==> config.mk <==
export PLATFORM = sky130hd
export DESIGN_NAME = sa_host_driver
export DESIGN_NICKNAME = d
export VERILOG_FILES = /design/src/rtl/sa_host_driver.sv
export SDC_FILE = /design/constraint.sdc
export NUM_CORES = 1
export LEC_CHECK = 0
export CORE_MARGIN = 3
export CORE_UTILIZATION = 40
export CTS_BUF_LIST = sky130_fd_sc_hd__clkbuf_4 sky130_fd_sc_hd__clkbuf_8 sky130_fd_sc_hd__clkbuf_16
export CTS_CLUSTER_DIAMETER = 80
export DETAILED_ROUTE_END_ITERATION = 7
export GPL_ROUTABILITY_DRIVEN = 0
export GPL_TIMING_DRIVEN = 0
export PLACE_DENSITY = 0.76
export SYNTH_ARGS = -nofsm -noshare
export SYNTH_HDL_FRONTEND = slang
export SYNTH_SLANG_ARGS = --single-unit
==> constraint.sdc <==
create_clock -name clk -period 4.1 [get_ports clk]
set_clock_uncertainty 0.05 [all_clocks]
set_input_delay 1.025 -clock clk [delete_from_list [all_inputs] [get_ports clk]]
set_output_delay 1.025 -clock clk [all_outputs]
set_load 0.02 [all_outputs]
==> src/rtl/sa_host_driver.sv <==
// Host-side job driver for the 4x4 systolic array: loads memories, starts, drains results.
// Optional ap_done watchdog enabled by defining SA_DRV_TIMEOUT_EN.
module sa_host_driver #(
  parameter int ROWS        = 4,
  parameter int COL_DEPTH   = 256,
  parameter int RES_PER_I   = 16,
  parameter int TIMEOUT_CYC = 4096
) (
  input  logic        clk,
  input  logic        rst,
  input  logic        job_start,
  input  logic [2:0]  job_ninstr,
  input  logic [8:0]  job_ncols,
  output logic        busy,
  output logic        err,
  input  logic        in_valid,
  output logic        in_ready,
  input  logic [15:0] in_data,
  output logic        out_valid,
  input  logic        out_ready,
  output logic [31:0] out_data,
  output logic        out_last,
  output logic        sa_rst,
  output logic [2:0]  addrI,
  output logic [3:0]  dataI,
  output logic        enI,
  output logic [9:0]  addrA,
  output logic [15:0] dataA,
  output logic        enA,
  output logic [9:0]  addrB,
  output logic [15:0] dataB,
  output logic        enB,
  output logic        ap_start,
  input  logic        ap_done,
  output logic [6:0]  addrO,
  input  logic [31:0] dataO
);

  localparam logic [3:0] S_IDLE  = 4'd0;
  localparam logic [3:0] S_SRST  = 4'd1;
  localparam logic [3:0] S_LDI   = 4'd2;
  localparam logic [3:0] S_LDA   = 4'd3;
  localparam logic [3:0] S_LDB   = 4'd4;
  localparam logic [3:0] S_TERM  = 4'd5;
  localparam logic [3:0] S_START = 4'd6;
  localparam logic [3:0] S_WAIT  = 4'd7;
  localparam logic [3:0] S_RDA   = 4'd8;
  localparam logic [3:0] S_RDD   = 4'd9;
  localparam logic [3:0] S_RDO   = 4'd10;

  logic [3:0]  state_q, state_d;
  logic [2:0]  ninstr_q, ninstr_d;
  logic [8:0]  ncols_q, ncols_d;
  logic [9:0]  idx_q, idx_d;
  logic [6:0]  raddr_q, raddr_d;
  logic [31:0] odata_q, odata_d;
  logic        err_q, err_d;
`ifdef SA_DRV_TIMEOUT_EN
  logic [31:0] wcnt_q, wcnt_d;
`else
  localparam int tmo_unused = TIMEOUT_CYC;
`endif

  logic        run;
  logic        xfer;
  logic        in_end;
  logic        op_end;
  logic        res_last;
  logic [10:0] op_last;
  logic [6:0]  res_end;
  logic [31:0] op_row;
  logic [31:0] op_col;
  logic [9:0]  op_addr;
  logic        bad_word;

  // reset gates every output so an abort takes effect in the same cycle
  assign run      = !rst;
  assign in_ready = run & ((state_q == S_LDI) |
                           (state_q == S_LDA) |
                           (state_q == S_LDB));
  assign xfer     = in_valid & in_ready;
  assign in_end   = idx_q == ({7'd0, ninstr_q} - 10'd1);
  assign op_last  = 11'(32'(ncols_q) * 32'(ROWS) - 32'd1);
  assign op_end   = {1'b0, idx_q} == op_last;
  assign res_end  = 7'(32'(ninstr_q) * 32'(RES_PER_I) - 32'd1);
  assign res_last = raddr_q == res_end;
  assign bad_word = (in_data[3:0] == 4'd0) | (in_data[15:4] != 12'd0);

  // operand j lands at row j%ROWS, column j/ROWS
  assign op_row  = 32'(idx_q) % 32'(ROWS);
  assign op_col  = 32'(idx_q) / 32'(ROWS);
  assign op_addr = 10'(op_row * 32'(COL_DEPTH) + op_col);

  assign busy     = run & (state_q != S_IDLE);
  assign err      = run & err_q;
  assign sa_rst   = run & (state_q == S_SRST);
  assign enI      = run & (((state_q == S_LDI) & in_valid) |
                           (state_q == S_TERM));
  assign addrI    = !enI ? 3'd0 :
                    (state_q == S_TERM) ? ninstr_q : idx_q[2:0];
  assign dataI    = (enI & (state_q == S_LDI)) ? in_data[3:0] : 4'd0;
  assign enA      = run & (state_q == S_LDA) & in_valid;
  assign addrA    = enA ? op_addr : 10'd0;
  assign dataA    = enA ? in_data : 16'd0;
  assign enB      = run & (state_q == S_LDB) & in_valid;
  assign addrB    = enB ? op_addr : 10'd0;
  assign dataB    = enB ? in_data : 16'd0;
  assign ap_start = run & (state_q == S_START);
  assign addrO    = run ? raddr_q : 7'd0;
  assign out_valid = run & (state_q == S_RDO);
  assign out_data = out_valid ? odata_q : 32'd0;
  assign out_last = out_valid & res_last;

  // job sequencing: load, terminate, start, wait, drain
  always_comb begin
    state_d  = state_q;
    ninstr_d = ninstr_q;
    ncols_d  = ncols_q;
    idx_d    = idx_q;
    raddr_d  = raddr_q;
    odata_d  = odata_q;
    err_d    = err_q;
`ifdef SA_DRV_TIMEOUT_EN
    wcnt_d   = wcnt_q;
`endif
    unique case (state_q)
      S_IDLE: begin
        if (job_start) begin
          ninstr_d = (job_ninstr == 3'd0) ? 3'd1 : job_ninstr;
          ncols_d  = (job_ncols == 9'd0) ? 9'd1 : job_ncols;
          err_d    = 1'b0;
          idx_d    = '0;
          raddr_d  = '0;
          state_d  = S_SRST;
        end
      end
      S_SRST: begin
        if (idx_q[0]) begin
          idx_d   = '0;
          state_d = S_LDI;
        end else begin
          idx_d = 10'd1;
        end
      end
      S_LDI: begin
        if (xfer) begin
          if (bad_word) err_d = 1'b1;
          if (in_end) begin
            idx_d   = '0;
            state_d = S_LDA;
          end else begin
            idx_d = idx_q + 10'd1;
          end
        end
      end
      S_LDA: begin
        if (xfer) begin
          if (op_end) begin
            idx_d   = '0;
            state_d = S_LDB;
          end else begin
            idx_d = idx_q + 10'd1;
          end
        end
      end
      S_LDB: begin
        if (xfer) begin
          if (op_end) begin
            idx_d   = '0;
            state_d = S_TERM;
          end else begin
            idx_d = idx_q + 10'd1;
          end
        end
      end
      S_TERM: state_d = S_START;
      S_START: begin
        state_d = S_WAIT;
`ifdef SA_DRV_TIMEOUT_EN
        wcnt_d  = '0;
`endif
      end
      S_WAIT: begin
        if (ap_done == 1'b1) state_d = S_RDA;
`ifdef SA_DRV_TIMEOUT_EN
        else if (wcnt_q == 32'(TIMEOUT_CYC - 1)) begin
          err_d   = 1'b1;
          state_d = S_IDLE;
        end else begin
          wcnt_d = wcnt_q + 32'd1;
        end
`endif
      end
      S_RDA: state_d = S_RDD;
      S_RDD: begin
        odata_d = dataO;
        state_d = S_RDO;
      end
      S_RDO: begin
        if (out_ready) begin
          if (res_last) begin
            state_d = S_IDLE;
          end else begin
            raddr_d = raddr_q + 7'd1;
            state_d = S_RDA;
          end
        end
      end
      default: state_d = S_IDLE;
    endcase
  end

  // state registers with synchronous reset
  always_ff @(posedge clk) begin
    if (rst) begin
      state_q  <= S_IDLE;
      ninstr_q <= '0;
      ncols_q  <= '0;
      idx_q    <= '0;
      raddr_q  <= '0;
      odata_q  <= '0;
      err_q    <= 1'b0;
`ifdef SA_DRV_TIMEOUT_EN
      wcnt_q   <= '0;
`endif
    end else begin
      state_q  <= state_d;
      ninstr_q <= ninstr_d;
      ncols_q  <= ncols_d;
      idx_q    <= idx_d;
      raddr_q  <= raddr_d;
      odata_q  <= odata_d;
      err_q    <= err_d;
`ifdef SA_DRV_TIMEOUT_EN
      wcnt_q   <= wcnt_d;
`endif
    end
  end

endmodule
# Word level (Yosys, flattened, before mapping)
# Index checks and enable logic that the tools add are counted.
# totals
register_bits,66
in_bits,66
out_inout_bits,108
wordCells,112
# classes
add_sub_neg,6
n_eq_ne,26
n_mux,38
bitwise,19
reduce_logical,16
# ops
op,n
two-way mux 10 bit,7
two-way mux 4 bit,12
one-hot mux 4 bit (11 select lines),1
one-hot mux 10 bit (4 select lines),1
two-way mux 16 bit,2
two-way mux 32 bit,1
two-way mux 7 bit,4
inequality test 2 bit (second input constant),12
equality test 4 x 3 -> 1 bit (second input constant),4
AND 1 bit,15
one-hot mux 7 bit (2 select lines),1
equality test 4 bit (second input constant),3
AND reduction 4 bit,3
nonzero test 12 bit,1
equality test 10 x 11 -> 1 bit,1
subtractor 11 x 1 -> 11 bit (second input constant),1
adder 10 x 1 -> 10 bit (second input constant),1
adder 10 x 8 -> 10 bit,1
equality test 10 bit,1
AND reduction 10 bit,1
zero test 9 bit,1
two-way mux 3 bit,3
two-way mux 9 bit,1
equality test 4 x 2 -> 1 bit (second input constant),2
other kinds (16),25

# Logic depth before layout (Yosys ltp)
# logic_depth
ltp_word,7
mapped_depth,10
mapped_depth_nobuf,9

# Least setup slack after synthesis
# Ideal clock, no wire load.
# synth_timing
path_type,in2out
from,in rst
to,out dataA[10]
arrival_ns,2.468
required_ns,3.025
slack_ns,0.557
path_stages,6
path_buffers,2
path_cell_list,buf_4 inv_1 nand2_1 nor3_1 clkbuf_1 and2_1
# synth_via
elab_chain_len,4
# synth_rtl
item,line,source
"start, declared",10,"input logic rst,"
zero test 1 bit,77,assign run = !rst;
AND 1 bit (2 in series),102,assign enA = run & (state_q == S_LDA) & in_valid;
named net enA,29,"output logic enA,"
two-way mux 16 bit,104,assign dataA = enA ? in_data : 16'd0;
"end, declared",28,"output logic [15:0] dataA,"
# The timed path passes the listed nets, and every way through them passes these cells.

# Worst setup path after layout
# layout_timing
from,in rst
to,out out_last
# layout_via
elab_chain_len,3
# layout_rtl
item,line,source
zero test 1 bit,77,
AND 1 bit,110,assign out_valid = run & (state_q == S_RDO);
AND 1 bit,112,assign out_last = out_valid & res_last;
"end, declared",22,"output logic out_last,"
# Every way passes these cells.

==> impl_metrics.json <==
{
  "switching_share": 0.367,
  "critPathRequiredTime_ps": 3020,
  "synth_edf_count": 0,
  "worstPathArrival_ps": 2970,
  "status": "complete, no violations",
  "synth_top_area_share": 0.322,
  "power_leakage_nw": 2.71,
  "cts_root_buffer": "clkbuf_8",
  "fill_cells": 927,
  "slew_violations": 0,
  "worstMarginPinSlew_ps": 658,
  "grt_max_degree": 13,
  "drtIter0Drc": 334,
  "timing_hold_violations_final": 0,
  "hpwl_mm": 10.4,
  "initial_core_util": 0.416,
  "port_buffers": 173,
  "synth_top_area_cell": "dfxtp_1",
  "num_vias": 4653,
  "min_path_type": "flip-flop to flip-flop",
  "n_antenna_cell": 0,
  "final_util": 0.632,
  "synth_nets": 643,
  "grt-ovfl-total": 0,
  "start_kind": "input port",
  "multiInputGateArea_um2": 2610,
  "p_int_mw": 1.39,
  "grt_pass1_wl_mm": 21.0,
  "ys_seq_elements": 66,
  "ys_types": 61,
  "critPathCaptureType": "output pin",
  "fp-row-count": 36,
  "max-slew-margin-rel": 0.560,
  "synth-seq-area-share": 0.322,
  "nets": 836,
  "irDropWorstVdd_mv": 0.184,
  "clk_latency_ps": 350,
  "crit_type": "input port to output pin",
  "h-tree-depth": 3,
  "power_frac_comb": 0.369,
  "p_total_mw": 2.20,
  "synth_area_um2": 4100,
  "dieArea_um2": 11500,
  "synth_area_per_cell_um2": 7.16,
  "clockBufferDepth": 2,
  "period_share": 0.987,
  "sequentialPowerShare": 0.348,
  "power_density_nw_per_um2": 353,
  "clk_pin_slew_ps": 80,
  "die_h_um": 107,
  "clock-sinks": 66,
  "place_inst": 879,
  "grt_pass1_vias": 4513,
  "drt-pass1-iter-count": 5,
  "viasPerCell": 5.15,
  "wl_per_cell_um": 14.9,
  "track_usage": 0.225,
  "ys_async_sr_fraction": 0,
  "instances_no_fill": 904,
  "syn_to_final_growth_pct": 52.0,
  "layout_min_cycle_time_ps": 4050,
  "yosysMostFrequentCell": "nand2_1",
  "antenna_found_initial": 0,
  "p_clk_frac": 0.283,
  "critPathMaxFanout": 10,
  "drt_wl_total_mm": 13.4,
  "antenna_left": 0,
  "drt_drc_violations_left": 0,
  "max_freq_ghz": 0.247,
  "rsz0062_at_grt": "false",
  "synthCells": 573,
  "io_pins": 174,
  "synth_warnings": 0,
  "cap_violations": 0,
  "seq_area_um2": 1320,
  "synthTopCellsByArea": "dfxtp_1, and2_1, nand2_1, a21oi_1, nor2_1",
  "synthFlopType": "dfxtp_1",
  "core_area_um2": 9860,
  "fp.dieW_um": 107,
  "setup_viol": 0,
  "cts_tree": "yes",
  "drive_gt1_frac": 0.0895,
  "synthTopCellsByCount": "nand2_1, and2_1, dfxtp_1",
  "p_sw_uw": 809,
  "tritoncts.num_buffers": 9
}
## worst max-delay path, cell delays in order
cell and delay (ps):
clkdlybuf4s50_1 490, buf_6 190, clkinvlp_4 110, nand4_1 160
buf_4 200, nor2_1 150, clkdlybuf4s50_1 640
## flip-flops by register name (all words and copies together) (netlist names)
signal and count:
err_q 1, idx_q 10, ncols_q 9, ninstr_q 3, odata_q 32, raddr_q 7, state_q 4
## layer usage
layer,part of all wire,vias to the layer above,GRT usage,wire (um)
li1,-,2309,-,-
met1,0.41,2102,0.265,5480
met2,0.48,218,0.388,6430
met3,0.093,24,0.0672,1260
met4,0.020,0,0.0749,275
met5,0,-,0,0
## cell families after synthesis
| group | after synthesis | synth area share |
|---|---|---|
| AO/OA/AOI/OAI | 110 | 0.169 |
| XOR/XNOR | 20 | 0.0460 |
| adder cells (fa/ha/maj) | 4 | 0.0122 |
| buffers and inverters | 50 | 0.0503 |
| flip-flops | 66 | 0.322 |
| multiplexers | 2 | 0.00488 |
| AND/OR/NAND/NOR | 321 | 0.396 |
## repair_timing
item	4_1_cts	5_1_grt
pin swaps	2	2
gates resized for setup	124	7
setup endpoints to repair	94	77
setup buffers	6	3
hold buffers	0	0
## power groups by stage
stage	registers [mW]	logic, mW	clock network (mW)
after floorplan	0.761	0.554	0
after global placement	0.774	0.767	0
after detailed placement	0.778	0.789	0
after CTS	0.764	0.801	0.632
after global routing	0.773	0.887	0.663
final	0.767	0.813	0.624
## final timing paths
kind,startpoint,endpoint,cells past startpoint,slack [ps]
setup / recovery,rst,out_last,7,50
hold / removal,odata_q[21],odata_q[21],2,400
setup reg to reg,ncols_q[0],idx_q[9],10,1470
hold reg to reg,odata_q[21],odata_q[21],2,400
## final cells by class
type                    instances  area share
plain buffers                  39      0.0289
repair buffers                182       0.270
clock buffers                  10      0.0221
inverters                      11     0.00722
well taps                     133      0.0267
multi-input cells             457       0.419
flip-flops and latches         66       0.212
clock inverters                 6      0.0144
## placed cells by master, fill, tap and decap left out, types with 3 or more instances in the layout
cell	instances
o21ai_0	18
nand2b_1	7
a21oi_1	50
clkbuf_2	10
nand4_1	8
xor2_1	11
nand3_1	12
clkdlybuf4s15_2	6
nand2_1	110
nor2_1	42
ha_1	4
clkdlybuf4s50_1	81
xnor2_1	8
clkbuf_8	10
nor4_1	11
buf_4	10
o21ai_1	3
buf_1	3
buf_2	3
dfxtp_1	66
dlygate4sd2_1	82
nor3_1	8
and2_1	88
and3_1	3
nor2b_1	15
inv_1	9
clkbuf_1	23
a211oi_1	8
## metrics by stage
stage	TNS, ps	hold slack, ps	cell area, um^2	setup WS [ps]
floorplan	0	382	4100	557
global placement	-52590	387	6000	-847
detailed placement	-53900	393	6000	-869
CTS	-14.1	404	6220	-14.1
global route	0	420	6240	12.6
finish	0	402	6240	51.7
(Power assumes the default switching activity.)
==> variant 1: new RTL, same settings <==
Put a register stage on the output `err`, with the module's reset. The value now appears one clock later. The other outputs are not delayed to match.
--- a/src/rtl/sa_host_driver.sv
+++ b/src/rtl/sa_host_driver.sv
@@ -92,7 +92,13 @@
   assign op_addr = 10'(op_row * 32'(COL_DEPTH) + op_col);
 
   assign busy     = run & (state_q != S_IDLE);
-  assign err      = run & err_q;
+  always_ff @(posedge clk) begin
+    if (rst) begin
+      err <= '0;
+    end else begin
+      err <= run & err_q;
+    end
+  end
   assign sa_rst   = run & (state_q == S_SRST);
   assign enI      = run & (((state_q == S_LDI) & in_valid) |
                            (state_q == S_TERM));
Function: changed (Yosys sat finds a counterexample within 10 cycles, from zero or initial values and one cycle with rst high).
==> variant 1 against the original RTL <==
Sequential power shrank 5.1%; final cell count shrank 0.88%; sequential share of layout area shrank 0.19 points; area after synthesis grew 1.5%; worst setup slack lost 9.3 ps; non-clock buffer count grew 3; sequential cell count grew 1; via count grew 0.80%; final area grew 2.4%; power shrank 6.7%; clock power shrank 0.8%; routed wire length grew 1.5%; critical endpoint is now addrB[7]; largest power group is now sequential cells; highest routed layer unchanged.
==> variant 1: results (changes against the original RTL) <==
- Reg2Reg Depth: 11 (was 10)
- Total GRT Usage: 23.0% (was 22.5%)
- Vias in the first global route: 4514 (was 4513)
- Synth cell count leaders: nand2_1, and2_1, dfxtp_1 (unchanged)
- Layout cells sized above 1: 9.44% (was 8.95%)
- Initial DRC Count: 259 (was 334)
- Syn_nets: 639 (was 643)
- Pre-CTS WS: -836 ps (was -869 ps)
- Top post-synthesis cells by area: dfxtp_1, and2_1, nand2_1 (unchanged)
- Slew headroom: 54.9% (was 56.0%)
- FF-to-FF End: idx_q[8]$_SDFFE_PP0P_ (was idx_q[9]$_SDFFE_PP0P_)
- Synth cell types: 56 (was 61)
- Post-synthesis sequential area ratio: 32.2% (about the same)
- Setup crit end: addrB[7] (was out_last)
- Met3 wire length: 1580 um (was 1260 um)
- ANT cells: 0 (unchanged)
- Post-Layout Cell Count: 896 (was 904)
- First-pass GRT wire length: 21700 um (was 21000 um)
- Met2 wire len: 6490 um (was 6430 um)
- Via Count: 4690 (was 4653)
- Final net count: 828 (was 836)
- Met1 WL: 5390 um (was 5480 um)
- Status: finished, final reports clean (unchanged)
- R2R Setup Slk: 1200 ps (was 1470 ps)
- Fmax: 246 MHz (was 247 MHz)
- Filler cells: 875 (was 927)
- Final wirelength: 13600 um (was 13400 um)
- CP arrival: 2980 ps (was 2970 ps)
- DP HPWL: 10400 um (about the same)
- Top Metal Used: met4 (unchanged)
- Placed insts: 875 (was 879)
- VDD IR max: 147 uV (was 184 uV)
[variant 1: cell types whose count changed after synthesis, sizes merged, moves of 4 or more]
cell | before | now
nor3 | 11 | 20
nand2 | 111 | 102
a21oi | 52 | 57
clkbuf | 30 | 41
o21ai | 21 | 5
nand3b | 0 | 4
o211ai | 3 | 8
and2 | 88 | 92
buf | 9 | 5
nor2 | 44 | 24
[variant 1: logic make-up (layout without fill, tap and decap cells)]
kind of cell | count (synthesis) | in the layout | share of synthesized area, %
xor gates and xnor gates | 19 | 19 | 4.33
DFF | 67 | 67 | 32.2
AOI/OAI and AO/OA | 105 | 105 | 16.8
adders and majority gates | 4 | 4 | 1.20
buffers and inverters | 56 | 250 | 5.17
and+or+nand+nor | 315 | 315 | 39.5
muxes | 3 | 3 | 0.751
[variant 1: worst min-delay path by stage]
stage / startpoint / endpoint / slack (ps)
2_1_floorplan: odata_q[0]$_SDFFE_PP0P_ / odata_q[0]$_SDFFE_PP0P_ / 380
3_5_place_dp: odata_q[3]$_SDFFE_PP0P_ / odata_q[3]$_SDFFE_PP0P_ / 390
3_3_place_gp: odata_q[25]$_SDFFE_PP0P_ / odata_q[25]$_SDFFE_PP0P_ / 390
5_1_grt: odata_q[13]$_SDFFE_PP0P_ / odata_q[13]$_SDFFE_PP0P_ / 420
4_1_cts: odata_q[3]$_SDFFE_PP0P_ / odata_q[3]$_SDFFE_PP0P_ / 400
6_report: odata_q[3]$_SDFFE_PP0P_ / odata_q[3]$_SDFFE_PP0P_ / 400
[variant 1: power by group]
group          total, uW  internal (uW)  switching [uW]
clock network        619            350             269
registers            728            687            41.2
logic                708            284             424
total               2060           1320             735
[variant 1: critical path, cell delays in order]
cell and delay (ps):
clkdlybuf4s50_1 440, nand2b_2 280, nor4_4 240, clkbuf_4 250, and2_1 130, clkdlybuf4s50_1 610
[variant 1: layer usage]
layer / vias to the layer above / GRT usage (%)
met1: 2125 / 26.0
met5: - / 0
met2: 233 / 40.8
li1: 2317 / -
met3: 15 / 7.52
met4: 0 / 7.12
[variant 1: area by class of cell]
| type | count | area [um^2] | share of cell area, % |
|---|---|---|---|
| Clock buffer | 10 | 131 | 2.06 |
| Inverter | 10 | 37.5 | 0.587 |
| Multi-Input combinational cell | 446 | 2660 | 41.6 |
| Buffer | 46 | 205 | 3.21 |
| Sequential cell | 67 | 1340 | 21.0 |
| Tap cell | 133 | 166 | 2.60 |
| Clock inverter | 6 | 90.1 | 1.41 |
| Timing Repair Buffer | 178 | 1760 | 27.5 |
[variant 1: what timing repair did]
| item | CTS | global route |
|---|---|---|
| cloned | 0 | 0 |
| gates resized for setup | 53 | 87 |
| setup buffers | 4 | 1 |
| setup endpoints to repair | 98 | 73 |
| pin swaps | 3 | 1 |
| endpoints found under the hold margin | 0 | 0 |
==> variant 2: new RTL, same flow settings <==
Made on the original files. The option `SA_DRV_TIMEOUT_EN` is turned on by a define.
--- a/src/rtl/sa_host_driver.sv
+++ b/src/rtl/sa_host_driver.sv
@@ -1,5 +1,7 @@
 // Host-side job driver for the 4x4 systolic array: loads memories, starts, drains results.
 // Optional ap_done watchdog enabled by defining SA_DRV_TIMEOUT_EN.
+`define SA_DRV_TIMEOUT_EN
+
 module sa_host_driver #(
   parameter int ROWS        = 4,
   parameter int COL_DEPTH   = 256,
Formal check against the unedited RTL: same outputs for any inputs over 10 cycles, from zero or initial values and one cycle with rst high; that may be too few to reach the edited logic, so the function may still have changed.
==> variant 2 against the original RTL <==
Maximum frequency is essentially flat; sequential cell count grew 32; worst setup slack lost 3.4 ps; via count grew 27%; power grew 35%; area after synthesis grew 38%; register-to-register slack lost 340 ps; synthesized cell count grew 32%; clock power grew 50%; final cell count grew 25%; routed wire length grew 31%; final area grew 30%; critical path depth shrank 1; critical path type unchanged; highest routed layer unchanged.
==> variant 2: results (changes against the original RTL) <==
- Status: finished, final reports clean (unchanged)
- Total GRT Usage: 21.3% (was 22.5%)
- Hold Path Sink: odata_q[25]$_SDFFE_PP0N_ (was odata_q[21]$_SDFFE_PP0P_)
- Buffers on Ports: 172 (was 173)
- Final wirelength: 17600 um (was 13400 um)
- Slowest CP cell: clkdlybuf4s50_1 (unchanged)
- CP arrival: 2980 ps (was 2970 ps)
- Top post-synthesis cells by area: dfxtp_1, and2_1, nand2_1 (unchanged)
- Synth cell count leaders: nand2_1, dfxtp_1, and2_1 (was nand2_1, and2_1, dfxtp_1)
- Worst skew pair latency: 340 ps
- VDD IR max: 341 uV (was 184 uV)
- Worst Hold Depth: 2 (unchanged)
- Largest net degree at the start of global routing: 17 (was 13)
- Met2 wire len: 8920 um (was 6430 um)
- ANT cells: 0 (unchanged)
- Top_reg_cell synth: dfxtp_1 (unchanged)
- Initial DRC Count: 420 (was 334)
- H-Tree Depth: 3 (unchanged)
- Met1 WL: 7790 um (was 5480 um)
- Leak: 0.00336 uW (was 0.00271 uW)
- CTS clk-pin slew, worst paths: 60 ps (was 80 ps)
- Synth async-reset ratio: 0% (unchanged)
- Root buf cell: clkbuf_16 (was clkbuf_8)
- Min Hold Slack: 398 ps (was 402 ps)
- Crit path max fanout: 10 (unchanged)
- Initial antenna violation count: 0 (unchanged)
- Total CTS buffers: 9 (unchanged)
- Top flop regs: odata_q x32, wcnt_q x32, idx_q x10 (was odata_q x32, idx_q x10, ncols_q x9)
- Syn_nets: 830 (was 643)
- Least-Margin Pin Slew: 797 ps (was 658 ps)
- DP HPWL: 13200 um (was 10400 um)
- DR pass1 iterations: 5 (unchanged)
- Clock Path Buffers: 2 (unchanged)
- Synth cell types: 63 (was 61)
- Post-synthesis sequential area ratio: 34.6% (was 32.2%)
- Hold WC Path Type: reg -> reg (unchanged)
- Critical R2R Launch: ncols_q[0]$_SDFFE_PP0P_ (unchanged)
- Hold Path Origin: odata_q[25]$_SDFFE_PP0N_ (was odata_q[21]$_SDFFE_PP0P_)
- Slowest stage delay, CP: 650 ps
- YS warnings: 0 (unchanged)
- Met3 wire length: 656 um (was 1260 um)
- Vias in the first global route: 5435 (was 4513)
- Reg2Reg Depth: 11 (was 10)
- Cts hold-fix bufs: 0 (unchanged)
- Top Metal Used: met4 (unchanged)
- R2R Setup Slk: 1130 ps (was 1470 ps)
- First-pass GRT wire length: 28000 um (was 21000 um)
- FF-to-FF End: idx_q[3]$_SDFFE_PP0P_ (was idx_q[9]$_SDFFE_PP0P_)
- Layout cells sized above 1: 6.51% (was 8.95%)
- Via Count: 5906 (was 4653)
- Filler cells: 1280 (was 927)
- Final net count: 1018 (was 836)
-- variant 2: cell type report --
| cell class | instances | share of cell area (%) |
|---|---|---|
| multi-input cells | 596 | 43.2 |
| clock inverters | 5 | 1.05 |
| plain buffers | 46 | 2.47 |
| clock buffers | 11 | 3.04 |
| repair buffers | 177 | 22.4 |
| inverters | 19 | 0.925 |
| well taps | 176 | 2.71 |
| flip-flops and latches | 98 | 24.2 |
-- variant 2: logic make-up (layout without fill, tap and decap cells) --
group / count (synthesis) / count (layout) / synth area share (%)
muxes: 7 / 7 / 1.26
adders and majority gates: 5 / 5 / 1.10
and+or+nand+nor: 425 / 425 / 38.9
DFF: 98 / 98 / 34.6
buffers and inverters: 65 / 258 / 4.55
AOI/OAI and AO/OA: 117 / 117 / 12.9
xor gates and xnor gates: 42 / 42 / 6.73
-- variant 2: critical path, delay by kind of cell --
family	cells	cell delay, ps
buf+inv	3	1370
simple gates	3	580
-- variant 2: worst max-delay path by stage --
stage	start	to	slack [ps]
4_1_cts	in_valid	dataA[11]	4
5_1_grt	in_valid	dataA[5]	-20
6_report	in_valid	dataA[5]	50
2_1_floorplan	rst	dataB[10]	350
3_5_place_dp	rst	dataB[4]	-930
3_3_place_gp	rst	dataB[11]	-910
-- variant 2: what timing repair did --
action,4_1_cts,5_1_grt
buffers inserted,3,1
resized for setup,20,34
endpoints found under the setup margin,91,63
pin swaps,2,2
-- variant 2: per-layer routing --
metal / GRT usage (%) / vias up
met3: 3.71 / 17
met4: 5.04 / 0
met5: 0 / -
met2: 36.8 / 144
met1: 28.0 / 2771
li1: - / 2974
-- variant 2: report_power, final --
| group | total (uW) | internal, uW | switching, uW | leakage (uW) |
|---|---|---|---|---|
| combinational | 975 | 378 | 597 | 0.00241 |
| clock | 938 | 563 | 375 | 0.000160 |
| sequential | 1060 | 999 | 58.1 | 0.000792 |
-- variant 2: metrics by stage --
step	setup slack [ps]	TNS [ps]	instance area, um^2	cells
after floorplan	349	0	5670	759
after global placement	-907	-57700	7610	1107
after detailed placement	-935	-48160	7610	1108
after CTS	3.99	0	8040	1127
after global routing	-19.9	-29.9	8120	1128
final	48.3	0	8120	1128
